<file path="src/rtl/rtds_pkg.sv">
// Shared definitions for the RTDS Aurora link blocks (pre, post, rx_frame_monitor).
package rtds_pkg;

  // Receive framing FSM: a frame is one sequence word followed by payload words.
  typedef enum logic {
    S_SEQ     = 1'b0,
    S_PAYLOAD = 1'b1
  } rx_state_t;

  localparam int DEF_DATA_WIDTH  = 32;
  localparam int DEF_CNT_WIDTH   = 32;
  localparam int DEF_DELAY_WIDTH = 16;
  localparam int PAY_CNT_WIDTH   = 16;

  // Word position of the sequence number inside every frame.
  localparam int SEQ_WORD_IDX = 0;

  // Payload-length increment that sticks at all-ones instead of wrapping.
  function automatic logic [PAY_CNT_WIDTH-1:0] pay_cnt_inc(input logic [PAY_CNT_WIDTH-1:0] c);
    return (&c) ? c : c + 1'b1;
  endfunction

endpackage

</file>
<file path="src/rtl/sat_counter.sv">
// Saturating event counter with a synchronous clear that overrides the increment.
module sat_counter #(
  parameter int WIDTH = 32
) (
  input  logic             clk,
  input  logic             rst_n,
  input  logic             clr,
  input  logic             inc,
  output logic [WIDTH-1:0] count
);

  logic [WIDTH-1:0] count_reg;
  logic [WIDTH-1:0] count_next;

  // Clear first, then increment unless already pinned at all-ones.
  always_comb begin
    count_next = count_reg;
    if (clr) begin
      count_next = '0;
    end else if (inc && !(&count_reg)) begin
      count_next = count_reg + 1'b1;
    end
  end

  // Counter register.
  always_ff @(posedge clk or negedge rst_n) begin
    if (!rst_n) begin
      count_reg <= '0;
    end else begin
      count_reg <= count_next;
    end
  end

  assign count = count_reg;

endmodule

</file>
<file path="src/rtl/rx_frame_monitor.sv">
// Aurora RX frame monitor: checks sequence continuity and frame length, keeps
// saturating statistics and issues a delayed one-cycle TX trigger per frame.
module rx_frame_monitor
  import rtds_pkg::*;
#(
  parameter int DATA_WIDTH  = DEF_DATA_WIDTH,
  parameter int CNT_WIDTH   = DEF_CNT_WIDTH,
  parameter int EXP_LEN     = 2,
  parameter int DELAY_WIDTH = DEF_DELAY_WIDTH
) (
  input  logic                   m_axis_aclk,
  input  logic                   m_axis_aresetn,
  input  logic                   s_axis_tvalid,
  input  logic [DATA_WIDTH-1:0]  s_axis_tdata,
  input  logic                   s_axis_tlast,
  input  logic                   ctrl_en,
  input  logic [DELAY_WIDTH-1:0] ctrl_delay,
  input  logic                   ctrl_clear,
  output logic                   trig_pulse,
  output logic [CNT_WIDTH-1:0]   stat_frames,
  output logic [CNT_WIDTH-1:0]   stat_seq_err,
  output logic [CNT_WIDTH-1:0]   stat_len_err,
  output logic [DATA_WIDTH-1:0]  stat_last_seq,
  output logic                   stat_synced
);

  rx_state_t                state_reg, state_next;
  logic [PAY_CNT_WIDTH-1:0] pay_cnt_reg, pay_cnt_next;
  logic [PAY_CNT_WIDTH-1:0] frame_len;
  logic [DATA_WIDTH-1:0]    last_seq_reg, last_seq_next;
  logic [DATA_WIDTH-1:0]    seq_expect;
  logic                     synced_reg, synced_next;
  logic [DELAY_WIDTH-1:0]   dly_cnt_reg, dly_cnt_next;
  logic                     pend_reg, pend_next;
  logic                     trig_reg, trig_next;
  logic                     seq_beat, frame_end, seq_err, len_err;
  logic [2:0]               cnt_inc;
  logic [CNT_WIDTH-1:0]     cnt_val [3];

  // Beat classification and error detection; frame_len includes the current beat.
  always_comb begin
    seq_beat   = s_axis_tvalid && (state_reg == S_SEQ);
    frame_end  = s_axis_tvalid && s_axis_tlast;
    frame_len  = (state_reg == S_SEQ) ? '0 : pay_cnt_inc(pay_cnt_reg);
    seq_expect = last_seq_reg + 1'b1;
    seq_err    = seq_beat && synced_reg && (s_axis_tdata != seq_expect);
    len_err    = frame_end && (EXP_LEN != 0) && (frame_len != PAY_CNT_WIDTH'(EXP_LEN));
  end

  // Framing FSM next state and payload counter.
  always_comb begin
    state_next   = state_reg;
    pay_cnt_next = pay_cnt_reg;
    case (state_reg)
      S_SEQ: begin
        if (s_axis_tvalid) begin
          pay_cnt_next = '0;
          if (!s_axis_tlast) begin
            state_next = S_PAYLOAD;
          end
        end
      end
      S_PAYLOAD: begin
        if (s_axis_tvalid) begin
          pay_cnt_next = frame_len;
          if (s_axis_tlast) begin
            state_next = S_SEQ;
          end
        end
      end
      default: state_next = S_SEQ;
    endcase
  end

  // Sequence tracking; clear overrides a same-cycle capture.
  always_comb begin
    last_seq_next = last_seq_reg;
    synced_next   = synced_reg;
    if (ctrl_clear) begin
      last_seq_next = '0;
      synced_next   = 1'b0;
    end else if (seq_beat) begin
      last_seq_next = s_axis_tdata;
      synced_next   = 1'b1;
    end
  end

  // Trigger delay: a zero delay fires straight from frame end, otherwise the
  // counter is loaded with delay-1 so the pulse lands delay+1 cycles after tlast.
  always_comb begin
    dly_cnt_next = dly_cnt_reg;
    pend_next    = pend_reg;
    trig_next    = 1'b0;
    if (frame_end && ctrl_en) begin
      if (ctrl_delay == '0) begin
        trig_next = 1'b1;
        pend_next = 1'b0;
      end else begin
        dly_cnt_next = ctrl_delay - 1'b1;
        pend_next    = 1'b1;
      end
    end else if (pend_reg) begin
      if (!ctrl_en) begin
        pend_next = 1'b0;
      end else if (dly_cnt_reg == '0) begin
        trig_next = 1'b1;
        pend_next = 1'b0;
      end else begin
        dly_cnt_next = dly_cnt_reg - 1'b1;
      end
    end
  end

  // State registers.
  always_ff @(posedge m_axis_aclk or negedge m_axis_aresetn) begin
    if (!m_axis_aresetn) begin
      state_reg    <= S_SEQ;
      pay_cnt_reg  <= '0;
      last_seq_reg <= '0;
      synced_reg   <= 1'b0;
      dly_cnt_reg  <= '0;
      pend_reg     <= 1'b0;
      trig_reg     <= 1'b0;
    end else begin
      state_reg    <= state_next;
      pay_cnt_reg  <= pay_cnt_next;
      last_seq_reg <= last_seq_next;
      synced_reg   <= synced_next;
      dly_cnt_reg  <= dly_cnt_next;
      pend_reg     <= pend_next;
      trig_reg     <= trig_next;
    end
  end

  // Statistics: [0] frames, [1] sequence errors, [2] length errors.
  assign cnt_inc = {len_err, seq_err, frame_end};

  generate
    for (genvar gi = 0; gi < 3; gi++) begin : g_cnt
      sat_counter #(
        .WIDTH(CNT_WIDTH)
      ) u_cnt (
        .clk  (m_axis_aclk),
        .rst_n(m_axis_aresetn),
        .clr  (ctrl_clear),
        .inc  (cnt_inc[gi]),
        .count(cnt_val[gi])
      );
    end
  endgenerate

  assign stat_frames   = cnt_val[0];
  assign stat_seq_err  = cnt_val[1];
  assign stat_len_err  = cnt_val[2];
  assign stat_last_seq = last_seq_reg;
  assign stat_synced   = synced_reg;
  assign trig_pulse    = trig_reg;

endmodule
</file>
<file path="config.mk">
export PLATFORM = sky130hd
export DESIGN_NAME = rx_frame_monitor
export DESIGN_NICKNAME = d
export VERILOG_FILES = /design/src/rtl/rtds_pkg.sv /design/src/rtl/sat_counter.sv /design/src/rtl/rx_frame_monitor.sv
export SDC_FILE = /design/constraint.sdc
export NUM_CORES = 1
export LEC_CHECK = 0
export ABC_CLOCK_PERIOD_IN_PS = 5400
export CAP_MARGIN = 5
export CORE_ASPECT_RATIO = 1.4
export CORE_MARGIN = 2
export CORE_UTILIZATION = 40
export CTS_CLUSTER_SIZE = 40
export DETAILED_ROUTE_END_ITERATION = 10
export PLACE_DENSITY = 0.69
export SKIP_LAST_GASP = 1
export SYNTH_ARGS = -nofsm -noshare
export SYNTH_HDL_FRONTEND = slang
export SYNTH_HIERARCHICAL = 1
export SYNTH_SLANG_ARGS = --single-unit
export TNS_END_PERCENT = 20
</file>
<file path="constraint.sdc">
create_clock -name m_axis_aclk -period 5.4 [get_ports m_axis_aclk]
set_clock_uncertainty 0.1 [all_clocks]
set_input_delay 1.62 -clock m_axis_aclk [delete_from_list [all_inputs] [get_ports m_axis_aclk]]
set_output_delay 1.62 -clock m_axis_aclk [all_outputs]
set_load 0.05 [all_outputs]
</file>
==> flow_summary.toml, run 1 <==
[pwr]
power.density_nw_per_um2 = 246
sequentialPowerShare = 0.444
p_comb_frac = 0.179
p_clk_frac = 0.377
power_mw = 3.25
p_int_mw = 2.26
swShare = 0.304
p_leak_nw = 5.13
ir_drop_v = 0.000214
switching_power_mw = 0.988

[worst_setup_path]
r2r_start = "pay_cnt_reg[0]"
end_kind = "flop"
crit_buf_inv = 3
critical-path-max-stage-delay_ps = 550
crit_chain = "clkdlybuf4s50_1, xnor3_1, nand3b_1, a221oi_1, mux2_1, o2111ai_1, nor4_1, a31oi_1, buf_4, inv_1, or4_1, nor4_1, xnor2_1, nor2_1"
path_max_fanout = 3
rr_worst_depth = 13
rr_endpoint = "g_cnt[2].u_cnt/count[30]"
critical_path_depth = 14
path_delay_family = "simple AND/OR/NAND/NOR gates"
arrival_ps = 4680
crit_path_end = "g_cnt[1].u_cnt/count[22]"
cp-startpoint = "s_axis_tdata[23]"
crit_slowest_cell = "or4_1"
r2r_slack_ps = 970
crit_path_frequent_cell = "nor4_1"
cp.required_ps = 5590
critPathKind = "in -> reg"
startpoint_type = "input pin"

[clock_network]
h-tree-depth = 4
clock_sinks = 164
path_clk_slew_ps = 70
cts_inserted_buffers = 17
cts-resized-gates = 0
cts_tree = "done"
cts-hold-fix-buffers = 0
clk_latency_ps = 440
cts_setup_buffers = 0
clock_path_buffers = 2
clockRootBuffer = "clkbuf_16"

[synthesis]
seq_area_frac_synth = 0.389
yosysTopAreaCellShare = 0.389
yosysTopAreaCell = "dfrtp_1"
yosys_register_bits = 164
synthFlopType = "dfrtp_1"
syn-num-nets = 1276
avgSynthCellArea_sq_um = 8.67
syn-instance-count = 1216
syn_area_sq_um = 10500
synthTopCellsByCount = "dfrtp_1, nand2_1, a21oi_1"
synth_cell_types = 72
yosysWarnings = 6
synth_area_leaders = "dfrtp_1, a21oi_1, nand2_1"
yosysMostFrequentCell = "dfrtp_1"
async_flop_share = 1.00
synth_edf_count = 0

[sta]
relSlewSlack = 0.297
setup_viol = 0
min_period_ps = 4500
max_freq_ghz = 0.222
fin_crit_sh = 0.833
setup_tns_ps = 0
hold_violations = 0
slew_violations = 0
worstMarginPinSlew_ps = 1050
rsz0062_at_grt = "no"

[grt]
overflow = 0
grt_pass1_vias = 9621
antenna_found_initial = 0
grt_max_degree = 89
grt_pass1_wl_microns = 47800
grt_util_all_layers = 0.209

[layout]
largest_reg_flops = 96
fillerInstances = 2421
antennaDiodeCount = 0
final_cells = 1713
fin_area_sq_um = 13200
nets = 1436
syn2layout_area_growth_pct = 25.2
layout-drive-gt1-share = 0.0684
postLayoutCoreUtil = 0.507

[routing]
drt_iter0_drc = 560
via_per_inst = 5.84
postRouteWirelength_microns = 29000
wire_per_inst_microns = 16.9
route.detailed.drc = 0
drtPass1Iterations = 5
via_count = 10002
ant_nets = 0

[die]
die_h_microns = 196
dieArea_sq_um = 27700
core-area_sq_um = 26000
ioPinCount = 184
fp-row-count = 70
die_w_microns = 141
start_util = 0.405

[place]
place_area_sq_um = 12600
dp.cells = 1681
post-dp-hpwl_microns = 20400
routabilityCongestion = 0.897
numPortBuffers = 183

[job]
maxCapViolCount = 0

[min_path]
min_from = "stat_synced"
min_path_type = "reg -> reg"

[outcome]
status = "finished clean"
==> power groups by stage <==
| stage | Combinational [mW] | Clock (mW) | Sequential, mW |
|---|---|---|---|
| 6_report | 0.583 | 1.22 | 1.44 |
| 5_1_grt | 0.649 | 1.31 | 1.46 |
| 4_1_cts | 0.586 | 1.26 | 1.44 |
| 3_5_place_dp | 0.584 | 0 | 1.46 |
| 3_3_place_gp | 0.569 | 0 | 1.46 |
| 2_1_floorplan | 0.362 | 0 | 1.48 |
==> how the worst min path moves through the flow <==
stage | endpoint | slack [ps] | depth (start not counted)
floorplan | dly_cnt_reg[15] | 370 | 2
global placement | dly_cnt_reg[0] | 390 | 2
detailed placement | dly_cnt_reg[0] | 410 | 2
CTS | dly_cnt_reg[0] | 420 | 2
global route | stat_synced | 440 | 2
finish | stat_synced | 420 | 2
==> per-stage QoR <==
stage	setup slack (ps)	hold WS, ps
CTS	910	421
global route	706	440
floorplan	923	365
detailed placement	444	406
finish	904	421
global placement	525	390
==> layout make-up <==
class | instances | area [sq um] | share of cell area
clock buffers | 19 | 453 | 0.0343
clock inverters | 13 | 134 | 0.0101
inverters | 40 | 150 | 0.0114
multi-input cells | 952 | 5980 | 0.453
flip-flops and latches | 164 | 4100 | 0.311
well taps | 324 | 405 | 0.0307
repair buffers | 201 | 1970 | 0.149
==> cell families after synthesis <==
family	share of synthesized area
XOR/XNOR	0.0545
AND/OR/NAND/NOR	0.293
buffers and inverters	0.0434
adder cells (fa/ha/maj)	0.00712
flip-flops	0.389
multiplexers	0.0236
AO/OA/AOI/OAI	0.189
==> worst reg2reg max path, stage by stage, from the launching register on <==
cell and delay, ps:
dfrtp_1 420, ha_1 230, nand2_1 130, or4b_1 640
nor2_1 430, nor2_1 210, xnor2_1 220, o41ai_2 80
a21boi_1 400, inv_1 200, nor4_4 490, nand4_2 250
or3_1 390, a21oi_1 150
==> cells in the final DEF (no fill, tap or decap), types with 15 or more instances in the layout <==
cell,instances
clkdlybuf4s50_1,181
dfrtp_1,164
nand2_1,163
a21oi_1,126
nor2_1,79
nand3_1,55
o21ai_0,52
or4_1,45
inv_1,40
xor2_1,36
o31ai_1,32
xnor2_1,27
and3_1,26
nor3_1,25
or3_1,25
nand4_1,20
nor4_1,19
buf_4,19
mux2i_1,17
clkbuf_16,17
and4_1,16
o2111ai_1,15
==> per-layer routing <==
metal / routed length [microns] / track usage / vias to the layer above
li1: - / - / 4851
met1: 11900 / 0.245 / 4849
met2: 15300 / 0.379 / 253
met3: 1230 / 0.0366 / 49
met4: 654 / 0.0748 / 0
met5: 0 / 0 / -
Power figures use the tool's default switching activity.
==> run 2: changes to the inputs <==
- ABC_CLOCK_PERIOD_IN_PS: 5400 -> 4700
- clock period: 5.4 -> 4.7 ns (I/O delays scaled with it)
==> run 2 against run 1 <==
  * Die area did not move
  * Clock-buffer cell count rose by 2
  * Setup slack got worse by 590 ps
  * Flip-flop and latch count did not move
  * First-iteration DRC count rose by 19%
  * Sequential power rose by 15%
  * Hold slack got worse by 18 ps
  * Via count rose by 0.13%
  * Clock power rose by 20%
  * Critical endpoint is now g_cnt[1].u_cnt/count[30]
==> flow_summary.toml, run 2 (synthesis results as in run 1) <==
[pwr]
power.density_nw_per_um2 = 286
p_int_mw = 2.69
p_leak_nw = 5.18
swShare = 0.292
switching_power_mw = 1.11
sequentialPowerShare = 0.435
p_clk_frac = 0.387
p_comb_frac = 0.177
ir_drop_v = 0.000239

[grt]
overflow = 0
antenna_found_initial = 0
met2_usage = 0.383
grt_use_met3 = 0.0398
grt_max_degree = 79
grt_busiest_layer = "met2"
grt_pass1_vias = 9617
grt_util_met1 = 0.248
grt_pass1_wl_microns = 48000
grt_util_all_layers = 0.210

[layout]
final_cell_mix = "clkdlybuf4s50_1, dfrtp_1, nand2_1, a21oi_1, nor2_1"
antennaDiodeCount = 0
largest_reg_flops = 96
postLayoutCoreUtil = 0.511
final_cells = 1718
final_common_cell = "clkdlybuf4s50_1"
fillerInstances = 2409
layout-drive-gt1-share = 0.0703
nets = 1442
syn2layout_area_growth_pct = 26.1

[sta]
hold_slack_ps = 402
relSlewSlack = 0.325
max_freq_ghz = 0.228
fin_crit_sh = 0.934
rsz0062_at_grt = "no"
hold_violations = 0
setup_viol = 0
min_period_ps = 4390
slew_violations = 0
worstMarginPinSlew_ps = 1010

[min_path]
min_path_type = "reg -> reg"

[place]
dp.cells = 1687
post-dp-hpwl_microns = 20400
numPortBuffers = 183
routabilityCongestion = 0.849

[clock_network]
cts_tree = "done"
path_clk_slew_ps = 60
clk_latency_ps = 430
cts_inserted_buffers = 17
cts-hold-fix-buffers = 0
clock_sinks = 164
h-tree-depth = 4
clockRootBuffer = "clkbuf_16"
clock_path_buffers = 2

[die]
start_util = 0.405
fp-row-count = 70
dieArea_sq_um = 27700
die_w_microns = 141
ioPinCount = 184
core-area_sq_um = 26000
die_h_microns = 196

[worst_setup_path]
path_max_fanout = 8
startpoint_type = "input pin"
critPathKind = "in -> reg"
end_kind = "flop"
arrival_ps = 4640
cp.required_ps = 4950

[routing]
drtPass1Iterations = 6
drt_iter0_drc = 668
route.detailed.drc = 0
ant_nets = 0
postRouteWirelength_microns = 29100
wire_per_inst_microns = 17.0
via_per_inst = 5.83
via_count = 10015

[job]
maxCapViolCount = 0

[outcome]
status = "finished clean"
run 2: through the flow:
stage / cell area, sq um / worst slack [ps] / TNS, ps / total power, mW
after floorplan: 10500 / 433 / 0 / 2.11
after global placement: 12700 / 15.2 / 0 / 2.33
after detailed placement: 12700 / -99.8 / -710 / 2.35
after CTS: 13300 / 244 / 0 / 3.84
after global routing: 13300 / 72.1 / 0 / 4.00
final: 13300 / 311 / 0 / 3.80
run 2: path summary, 6_finish.rpt:
check / slack (ps) / cells after the start / to / start
min reg2reg: 400 / 2 / dly_cnt_reg[15] / dly_cnt_reg[15]
min: 400 / 2 / dly_cnt_reg[15] / dly_cnt_reg[15]
max reg2reg: 440 / 13 / g_cnt[2].u_cnt/count[30] / pay_cnt_reg[0]
max in group asynchronous: 2750 / 2 / g_cnt[1].u_cnt/count[4] / m_axis_aresetn
max: 310 / 14 / g_cnt[1].u_cnt/count[30] / s_axis_tdata[23]
min in group asynchronous: 850 / 1 / dly_cnt_reg[11] / m_axis_aresetn
run 2: per-layer routing:
| layer | vias to the layer above | routed length [microns] |
|---|---|---|
| li1 | 4857 | - |
| met1 | 4888 | 12000 |
| met2 | 236 | 15300 |
| met3 | 34 | 1320 |
| met4 | 0 | 524 |
| met5 | - | 0 |
run 2: repair_timing:
| item | CTS | global route |
|---|---|---|
| buffers inserted | 0 | 0 |
| endpoints found under the hold margin | 0 | 0 |
| endpoints found under the setup margin | 0 | 4 |
| gates resized for setup | 0 | 1 |
run 2: layout make-up:
type                            instances  area (sq um)  share of cell area
Clock buffer                           21           450              0.0339
Clock inverter                         10           156              0.0118
Inverter                               40           150              0.0113
Multi-Input combinational cell        952          5980               0.450
Sequential cell                       164          4100               0.309
Tap cell                              324           405              0.0305
Timing Repair Buffer                  207          2040               0.153
run 2: power by group through the flow:
stage | Sequential (mW) | Combinational (mW) | Clock, mW
finish | 1.65 | 0.675 | 1.47
global route | 1.68 | 0.755 | 1.57
CTS | 1.65 | 0.678 | 1.51
detailed placement | 1.68 | 0.676 | 0
global placement | 1.67 | 0.659 | 0
floorplan | 1.70 | 0.416 | 0
run 2: worst max-delay path: stages:
cell             delay, ps
clkdlybuf4s50_1        550
xnor3_1                410
nand3b_1               100
a221oi_1                80
mux2_1                 290
o2111ai_1               80
nor4_1                 100
a31oi_1                230
buf_4                  180
inv_1                   80
nor4_4                 330
nand4_2                240
or3_1                  390
a21oi_1                150
==> run 3: changes to the inputs <==
- ABC_CLOCK_PERIOD_IN_PS: 4700 -> 4500
- TNS_END_PERCENT: 20 -> 100
- clock period: 4.7 -> 4.5 ns (I/O delays scaled with it)
==> run 3 against run 2 <==
  * Register-to-register slack worse by 60 ps
  * Hold slack better by 6.5 ps
  * Cell count up 0.41%
  * Flip-flop and latch count unchanged
  * First-iteration DRC count down 22%
  * Clock power up 9%
  * Global-route usage up 0.31 points
  * Highest routed layer unchanged
==> flow_summary.toml, run 3 (synthesis results as in run 1) <==
[outcome]
status = "finished clean"

[clock_network]
cts-hold-fix-buffers = 0
clockRootBuffer = "clkbuf_16"
path_clk_slew_ps = 70
clock_path_buffers = 2
h-tree-depth = 4
clock_sinks = 164
clk_latency_ps = 440
cts_tree = "done"
cts-resized-gates = 0
cts_inserted_buffers = 17
cts_setup_buffers = 0

[routing]
drtPass1Iterations = 5
route.detailed.drc = 0
ant_nets = 0
via_count = 10096
drt_iter0_drc = 522
postRouteWirelength_microns = 29000
wire_per_inst_microns = 16.8
via_per_inst = 5.85

[sta]
worst_slack_ps = 221
hold_violations = 0
max_freq_ghz = 0.234
worstMarginPinSlew_ps = 1030
fin_crit_sh = 0.951
slew_violations = 0
setup_viol = 0
setup_tns_ps = 0
rsz0062_at_grt = "no"
relSlewSlack = 0.311
min_period_ps = 4280

[grt]
grt_util_all_layers = 0.214
grt_max_degree = 99
antenna_found_initial = 0
grt_pass1_vias = 10001
grt_pass1_wl_microns = 49000
overflow = 0

[die]
fp-row-count = 70
core-area_sq_um = 26000
start_util = 0.405
die_h_microns = 196
ioPinCount = 184
die_w_microns = 141
dieArea_sq_um = 27700

[layout]
final_cell_mix = "clkdlybuf4s50_1, dfrtp_1, nand2_1, a21oi_1, nor2_1"
largest_reg_flops = 96
final_common_cell = "clkdlybuf4s50_1"
fin_area_sq_um = 13400
antennaDiodeCount = 0
fillerInstances = 2424
nets = 1448
syn2layout_area_growth_pct = 26.7
layout-drive-gt1-share = 0.0764

[place]
place_area_sq_um = 12700
numPortBuffers = 183
place_ws_ps = -187
routabilityCongestion = 0.901
post-dp-hpwl_microns = 20700

[worst_setup_path]
arrival_ps = 4530
critical-path-max-stage-delay_ps = 530
crit_chain = "clkdlybuf4s50_1, xnor3_1, nand3b_1, a221oi_1, mux2_1, o2111ai_1, nor4_1, a31oi_1, buf_4, inv_1, nor4_4, nand4_2, or3_1, a21oi_1"
cp.required_ps = 4760
path_max_fanout = 8
end_kind = "flop"
path_delay_family = "simple AND/OR/NAND/NOR gates"
startpoint_type = "input pin"
critPathKind = "in -> reg"
crit_buf_inv = 3
crit_slowest_cell = "clkdlybuf4s50_1"

[min_path]
min_path_type = "reg -> reg"

[job]
maxCapViolCount = 0

[pwr]
power_mw = 4.03
p_leak_nw = 5.23
power.density_nw_per_um2 = 302
ir_drop_v = 0.000300
run 3: changes by cell type in the layout (fill, tap and decap cells not counted), sizes merged:
cell	delta
buf	+6
clkinv	+2
clkbuf	-1
run 3: layer usage:
| layer | part of all wire | up-vias | global-route usage |
|---|---|---|---|
| li1 | - | 4876 | - |
| met1 | 0.41 | 4933 | 0.247 |
| met2 | 0.52 | 244 | 0.387 |
| met3 | 0.042 | 43 | 0.0398 |
| met4 | 0.023 | 0 | 0.0833 |
| met5 | 0 | - | 0 |
run 3: area by class of cell:
type	instances	area (sq um)	area share
repair buffers	213	2070	0.155
well taps	324	405	0.0304
inverters	40	150	0.0112
clock buffers	20	467	0.0350
clock inverters	12	178	0.0133
multi-input cells	952	5980	0.448
flip-flops and latches	164	4100	0.307
run 3: per-stage QoR:
step / util / cells / hold slack (ps)
floorplan: - / 1216 / 365
global placement: 0.489 / 1693 / 390
detailed placement: 0.489 / 1693 / 397
CTS: 0.513 / 1725 / 414
global route: 0.513 / 1725 / 456
finish: 0.513 / 1725 / 409
run 3: power breakdown:
group | internal [mW] | switching, mW | leakage [nW]
registers | 1.58 | 0.144 | 2.23
clock network | 0.973 | 0.623 | 0.316
logic | 0.291 | 0.415 | 2.69
run 3: worst paths after layout:
path                             startpoint  slack (ps)  depth (start not counted)                  endpoint
max reg2reg                  pay_cnt_reg[0]         380                         14  g_cnt[2].u_cnt/count[30]
min reg2reg                 dly_cnt_reg[15]         410                          2           dly_cnt_reg[15]
max                        s_axis_tdata[23]         220                         14  g_cnt[1].u_cnt/count[30]
min in group asynchronous    m_axis_aresetn         780                          1            dly_cnt_reg[1]
min                         dly_cnt_reg[15]         410                          2           dly_cnt_reg[15]
max in group asynchronous    m_axis_aresetn        2640                          2   g_cnt[1].u_cnt/count[7]
run 3: worst register-to-register path, cell delays in order (launching register included):
cell and delay, ps:
dfrtp_1 430, ha_1 230, nand2_1 130, or4b_1 650, or2_1 380, nand3_1 190
mux2i_1 250, o41ai_2 100, a21boi_1 230, buf_4 170, inv_1 80, nor4_4 310
nand4_2 260, or3_1 400, a21oi_1 140
